[config.mk]
export PLATFORM = sky130hd
export DESIGN_NAME = axi4_lite_regfile
export DESIGN_NICKNAME = d
export VERILOG_FILES = /design/src/rtl/axi4_lite_pkg.sv /design/src/rtl/axil_strb_merge.sv /design/src/rtl/axi4_lite_regfile.sv
export SDC_FILE = /design/constraint.sdc
export NUM_CORES = 2
export LEC_CHECK = 0
export BUFFER_PORTS_ARGS = -buffer_cell sky130_fd_sc_hd__buf_2
export CORE_ASPECT_RATIO = 0.7
export CORE_MARGIN = 4
export CORE_UTILIZATION = 25
export DETAILED_ROUTE_END_ITERATION = 7
export PLACE_DENSITY_LB_ADDON = 0.05
export SYNTH_ARGS = -nofsm -noshare
export SYNTH_HDL_FRONTEND = slang
export SYNTH_SLANG_ARGS = --single-unit
[constraint.sdc]
create_clock -name ACLK -period 40.8 [get_ports ACLK]
set_clock_uncertainty 0.15 [all_clocks]
set_input_delay 8.16 -clock ACLK [delete_from_list [all_inputs] [get_ports ACLK]]
set_output_delay 8.16 -clock ACLK [all_outputs]
set_load 0.02 [all_outputs]
[src/rtl/axi4_lite_pkg.sv]
// Shared AXI4-Lite response codes and channel FSM state encodings
// for the parametrised register file.
package axi4_lite_pkg;

  localparam logic [1:0] RESP_OKAY   = 2'b00;
  localparam logic [1:0] RESP_EXOKAY = 2'b01;
  localparam logic [1:0] RESP_SLVERR = 2'b10;
  localparam logic [1:0] RESP_DECERR = 2'b11;

  typedef enum logic [1:0] {WR_IDLE, WR_EXEC, WR_RESP} wr_state_t;
  typedef enum logic {RD_IDLE, RD_DATA} rd_state_t;

endpackage

[src/rtl/axil_strb_merge.sv]
// Byte-lane merge: each lane takes the new data when its strobe is set,
// otherwise keeps the old register contents.
module axil_strb_merge
  import axi4_lite_pkg::*;
#(
  parameter int DATA_WIDTH = 32
) (
  input  logic [DATA_WIDTH-1:0]   old_word,
  input  logic [DATA_WIDTH-1:0]   new_data,
  input  logic [DATA_WIDTH/8-1:0] strb,
  output logic [DATA_WIDTH-1:0]   merged
);

  genvar gi;
  generate
    for (gi = 0; gi < DATA_WIDTH / 8; gi++) begin : g_lane
      assign merged[8*gi +: 8] = strb[gi] ? new_data[8*gi +: 8] : old_word[8*gi +: 8];
    end
  endgenerate

endmodule

[src/rtl/axi4_lite_regfile.sv]
// Parametrised AXI4-Lite slave register file with independent read/write FSMs.
// Define AXIL_REGFILE_SLVERR_EN to answer out-of-range addresses with SLVERR.
module axi4_lite_regfile
  import axi4_lite_pkg::*;
#(
  parameter int ADDRESS    = 32,
  parameter int DATA_WIDTH = 32,
  parameter int NUM_REGS   = 32
) (
  input  logic                    ACLK,
  input  logic                    ARESET,
  input  logic [ADDRESS-1:0]      S_AWADDR,
  input  logic                    S_AWVALID,
  output logic                    S_AWREADY,
  input  logic [DATA_WIDTH-1:0]   S_WDATA,
  input  logic [DATA_WIDTH/8-1:0] S_WSTRB,
  input  logic                    S_WVALID,
  output logic                    S_WREADY,
  output logic [1:0]              S_BRESP,
  output logic                    S_BVALID,
  input  logic                    S_BREADY,
  input  logic [ADDRESS-1:0]      S_ARADDR,
  input  logic                    S_ARVALID,
  output logic                    S_ARREADY,
  output logic [DATA_WIDTH-1:0]   S_RDATA,
  output logic [1:0]              S_RRESP,
  output logic                    S_RVALID,
  input  logic                    S_RREADY
);

  localparam int STRB_W = DATA_WIDTH / 8;
  localparam int LSB    = $clog2(STRB_W);
  localparam int IDX_W  = $clog2(NUM_REGS);
  localparam int TOP    = LSB + IDX_W;

  wr_state_t               wr_state_reg;
  rd_state_t               rd_state_reg;
  logic                    aw_held_reg;
  logic                    w_held_reg;
  logic [IDX_W-1:0]        wr_idx_reg;
  logic                    wr_err_reg;
  logic [DATA_WIDTH-1:0]   wdata_reg;
  logic [STRB_W-1:0]       wstrb_reg;
  logic [DATA_WIDTH-1:0]   regs_reg [NUM_REGS];
  logic                    awready_reg;
  logic                    wready_reg;
  logic                    bvalid_reg;
  logic [1:0]              bresp_reg;
  logic                    arready_reg;
  logic                    rvalid_reg;
  logic [1:0]              rresp_reg;
  logic [DATA_WIDTH-1:0]   rdata_reg;

  logic                    aw_hs;
  logic                    w_hs;
  logic                    ar_hs;
  logic                    aw_err;
  logic                    ar_err;
  logic                    aw_held_next;
  logic                    w_held_next;
  logic [DATA_WIDTH-1:0]   merged_word;
  logic                    unused_addr_bits;

  assign aw_hs        = S_AWVALID && awready_reg;
  assign w_hs         = S_WVALID && wready_reg;
  assign ar_hs        = S_ARVALID && arready_reg;
  assign aw_held_next = aw_held_reg || aw_hs;
  assign w_held_next  = w_held_reg || w_hs;

`ifdef AXIL_REGFILE_SLVERR_EN
  assign aw_err = |S_AWADDR[ADDRESS-1:TOP];
  assign ar_err = |S_ARADDR[ADDRESS-1:TOP];
`else
  assign aw_err = 1'b0;
  assign ar_err = 1'b0;
`endif

  // Byte-offset bits never select anything; upper bits only matter for SLVERR.
  assign unused_addr_bits = ^{S_AWADDR[ADDRESS-1:TOP], S_AWADDR[LSB-1:0],
                              S_ARADDR[ADDRESS-1:TOP], S_ARADDR[LSB-1:0]};

  axil_strb_merge #(
    .DATA_WIDTH(DATA_WIDTH)
  ) u_strb_merge (
    .old_word(regs_reg[wr_idx_reg]),
    .new_data(wdata_reg),
    .strb    (wstrb_reg),
    .merged  (merged_word)
  );

  always_ff @(posedge ACLK or posedge ARESET) begin
    if (ARESET) begin
      wr_state_reg <= WR_IDLE;
      aw_held_reg  <= 1'b0;
      w_held_reg   <= 1'b0;
      wr_idx_reg   <= '0;
      wr_err_reg   <= 1'b0;
      wdata_reg    <= '0;
      wstrb_reg    <= '0;
      awready_reg  <= 1'b0;
      wready_reg   <= 1'b0;
      bvalid_reg   <= 1'b0;
      bresp_reg    <= RESP_OKAY;
      for (int i = 0; i < NUM_REGS; i++) begin
        regs_reg[i] <= '0;
      end
    end else begin
      case (wr_state_reg)
        WR_IDLE: begin
          if (aw_hs) begin
            wr_idx_reg <= S_AWADDR[TOP-1:LSB];
            wr_err_reg <= aw_err;
          end
          if (w_hs) begin
            wdata_reg <= S_WDATA;
            wstrb_reg <= S_WSTRB;
          end
          aw_held_reg <= aw_held_next;
          w_held_reg  <= w_held_next;
          if (aw_held_next && w_held_next) begin
            awready_reg  <= 1'b0;
            wready_reg   <= 1'b0;
            wr_state_reg <= WR_EXEC;
          end else begin
            awready_reg <= !aw_held_next;
            wready_reg  <= !w_held_next;
          end
        end
        WR_EXEC: begin
          if (!wr_err_reg) begin
            regs_reg[wr_idx_reg] <= merged_word;
          end
          aw_held_reg  <= 1'b0;
          w_held_reg   <= 1'b0;
          bvalid_reg   <= 1'b1;
          bresp_reg    <= wr_err_reg ? RESP_SLVERR : RESP_OKAY;
          wr_state_reg <= WR_RESP;
        end
        WR_RESP: begin
          if (S_BREADY) begin
            bvalid_reg   <= 1'b0;
            awready_reg  <= 1'b1;
            wready_reg   <= 1'b1;
            wr_state_reg <= WR_IDLE;
          end
        end
        default: wr_state_reg <= WR_IDLE;
      endcase
    end
  end

  // The read samples the array on the same edge as a commit, so it sees the old word.
  always_ff @(posedge ACLK or posedge ARESET) begin
    if (ARESET) begin
      rd_state_reg <= RD_IDLE;
      arready_reg  <= 1'b0;
      rvalid_reg   <= 1'b0;
      rresp_reg    <= RESP_OKAY;
      rdata_reg    <= '0;
    end else begin
      case (rd_state_reg)
        RD_IDLE: begin
          if (ar_hs) begin
            rdata_reg    <= ar_err ? '0 : regs_reg[S_ARADDR[TOP-1:LSB]];
            rresp_reg    <= ar_err ? RESP_SLVERR : RESP_OKAY;
            rvalid_reg   <= 1'b1;
            arready_reg  <= 1'b0;
            rd_state_reg <= RD_DATA;
          end else begin
            arready_reg <= 1'b1;
          end
        end
        RD_DATA: begin
          if (S_RREADY) begin
            rvalid_reg   <= 1'b0;
            arready_reg  <= 1'b1;
            rd_state_reg <= RD_IDLE;
          end
        end
      endcase
    end
  end

  assign S_AWREADY = awready_reg;
  assign S_WREADY  = wready_reg;
  assign S_BVALID  = bvalid_reg;
  assign S_BRESP   = bresp_reg;
  assign S_ARREADY = arready_reg;
  assign S_RVALID  = rvalid_reg;
  assign S_RRESP   = rresp_reg;
  assign S_RDATA   = rdata_reg;

endmodule

==> run summary <==
The number of clock sinks is 1107. The placeable core area is 218000 sq um. The register with the most flip-flops in the layout has 1024 of them.

Summing all flip-flop and latch instances after layout gives 27700 sq um. The remaining design rule violation count came out at 0. The die span in x is 569 um. In the global route stage, overall resource usage came out at 0.215. The filler cells instantiated in the layout total 22578. The count of cells along the worst hold path came out at 2.

The total standard cell area after synthesis is 55000 sq um. In this run the worst hold path is classified as reg -> reg. The clock transition time at the flip-flop clock pins of the worst setup and hold paths came out at 60 ps. The post-route fraction of the period consumed by the critical path is 0.308.

The number of buffers added to fix hold violations after cts is 0. The maximum fanout along the worst path is 139. In the synthesized netlist the dominant register cell turns out to be sky130_fd_sc_hd__dfrtp_1.

The setup total negative slack is 0 ps. The post-detailed-placement half-perimeter wirelength is 147000 um. The run finished with clean final reports. The post-place setup slack is 27170 ps. In this run the tightest slew margin relative to its limit is 0.223. The number of detailed-route iterations in the first pass is 7. The number of flops mapped to enable cells by yosys is 0. The post-synthesis async set-or-reset flop share came out at 1.00. The number of DRC violations after detailed-routing iteration 0 came out at 3318.

The fraction of the yosys area taken by sequential cells is 0.504. The total placed cells including tap cells is 7645. The H-tree generated during clock tree synthesis spans 4 levels. The die covers 228000 sq um. The count of synthesis-stage warnings from yosys came out at 0. The average instance area after synthesis came out at 11.0 sq um. Row generation in the floorplan step produced 143 rows. The library cell with the largest summed area after synthesis is sky130_fd_sc_hd__dfrtp_1. The max-slew violation total from the final report came out at 0. In the routed layout, each cell is associated on average with a via count of 5.12. The critical path data arrival time is 13210 ps. STA puts the critical path data required time at 41430 ps. The maximum buffer depth of the clock tree is 4. The post-layout worst setup margin came out at 28220 ps. The clock latency of the later-clocked register in the worst-skew pair came out at 820 ps.

The global-route wire length before repair is 346000 um. Counting the buffers created by CTS gives 143. The number of buffers added on ports came out at 89. The cell sitting at the root of the clock tree is a sky130_fd_sc_hd__clkbuf_16.

The share of synthesized area in the top cell type comes to 0.504. The count of nets after finishing is 4997. The core occupancy in the finished layout is 0.288. Synthesis inferred 1107 register bits. The effective utilization at floorplan came out at 0.252. Entering global routing, the biggest net connects 140 pins. The residual overflow from global routing is 0. The share of cells above drive strength 1 came out at 0.193.

The library cell used most frequently in the layout, excluding fill and tap cells, is sky130_fd_sc_hd__dfrtp_1. The number of setup buffers added after CTS is 0. In this run the remaining antenna-violating nets after routing total 0. The final setup violation count is 0. The final instance count without filler cells is 7893. The top-level I/O count came out at 148. The initial antenna violation count is 17. The wire length per cell came out at 31.4 um. TritonCTS built the clock tree. Summing all multi-input logic gate instances after layout gives 25400 sq um. The ratio of total power to cell area came out at 79.2 nW/um^2. Summing over every cut layer, the via total after detailed routing is 40435. The number of cells on the worst reg-to-reg path is 8. Summed over all cells, the static leakage comes to 0.0265 uW.

The vertical die dimension came out at 400 um. Setup repair after global routing left no endpoint under its margin. The shortest period the worst path allows is 12580 ps. By startpoint and endpoint, the worst setup path is classified as in -> async.

The number of resized instances in the post-cts repair step came out at 0. The count of max-cap constraint violations is 0. In the layout the commonest cells are 1105 x sky130_fd_sc_hd__dfrtp_1, 1104 x sky130_fd_sc_hd__nand2_1, 595 x sky130_fd_sc_hd__o21ai_1.

The weighted congestion at the end of routability-driven global placement came out at 0.745. The final count of hold timing violations is 0. The worst setup path is captured at an asynchronous set/reset pin. For this block, the routed nets add up to 247000 um of wire. The via count of the first global-routing pass is 40503. The actual slew at the worst max-slew pin is 1160 ps. IR analysis of the VDD net gives a maximum drop of 0.0455 mV.

Sorting the synthesized cells by area gives the leading types as sky130_fd_sc_hd__dfrtp_1 50%, sky130_fd_sc_hd__mux4_2 16%, sky130_fd_sc_hd__nand2_1 7.8%. The kind of start point of the critical path is a primary input. The count of mapped cells out of synthesis is 5017. The highest clock frequency the design can meet is 79.5 MHz. The number of library cell types mapped by synthesis is 67. The synthesis-to-layout area growth is 14.3%.
stage by stage:
step / cell area, sq um / hold slack (ps) / power [uW]
after floorplan: 55000 / 301 / 2980
after CTS: 62900 / 330 / 5050
after detailed placement: 58300 / 316 / 3750
final: 62900 / 323 / 4980
after global placement: 58300 / 310 / 3740
after global routing: 62900 / 349 / 5280
metal layers:
metal  vias to the layer above  part of all wire  GRT usage  wire length, um
met4                         2             0.023     0.0474             5570
met2                       978              0.44      0.324           109000
met1                     21026              0.49      0.324           122000
met5                         -          0.000081          0               20
li1                      18132                 -          -                -
met3                       297             0.044     0.0325            11000
power by group:
group          switching (uW)  internal [uW]  leakage [uW]
combinational            1250            675       0.00923
sequential                318           1460        0.0150
clock                     528            739       0.00224
total                    2100           2880        0.0265
area by class of cell:
type / count / share of cell area
Antenna cell: 2 / 0.0000796
Clock buffer: 218 / 0.0680
Clock inverter: 28 / 0.00376
Inverter: 7 / 0.000537
Multi-Input combinational cell: 3405 / 0.404
Sequential cell: 1107 / 0.441
Tap cell: 2900 / 0.0577
Timing Repair Buffer: 226 / 0.0250
kinds of logic (layout without fill, tap and decap cells):
kind of cell / Yosys count / count (layout) / share of synthesized area
buf+inv: 508 / 479 / 0.0442
flops: 1107 / 1107 / 0.504
mux: 681 / 681 / 0.211
compound gates: 1440 / 1440 / 0.146
other cells: 1 / 6 / 0.0000682
simple gates: 1280 / 1280 / 0.0945
cells in the mapped netlist (all sizes together), types with 3 or more instances:
library cell / n
and2: 5
or4: 32
nor3b: 6
mux2: 52
a22oi: 98
inv: 6
nand3b: 3
nand2b: 3
o2bb2ai: 6
nor3: 5
a21oi: 15
mux4: 379
nor2b: 9
dfrtp: 1107
a221oi: 6
nor4: 7
nor2: 11
o21ai: 1091
nand4: 21
o221ai: 20
nand3: 24
buf: 230
o22a: 10
a22o: 13
nand2: 1138
mux2i: 250
a311o: 3
a31oi: 6
o211ai: 3
o22ai: 157
clkbuf: 271
critical path: stages:
cell and delay (ps):
sky130_fd_sc_hd__buf_2 130, sky130_fd_sc_hd__inv_8 460, sky130_fd_sc_hd__buf_12 590, sky130_fd_sc_hd__buf_4 770, sky130_fd_sc_hd__buf_4 850, sky130_fd_sc_hd__buf_4 870
sky130_fd_sc_hd__buf_4 770
final timing paths:
kind | start | end | slack (ps)
setup / recovery | ARESET | regs_reg[486] | 28220
hold / removal | S_RDATA[29] | S_RDATA[29] | 320
setup reg to reg | wr_idx_reg[0] | regs_reg[774] | 35210
hold reg to reg | S_RDATA[29] | S_RDATA[29] | 320
max in group ACLK | S_ARADDR[3] | S_RDATA[18] | 29590
min in group asynchronous | ARESET | regs_reg[276] | 7380
(Power assumes the default switching activity.)
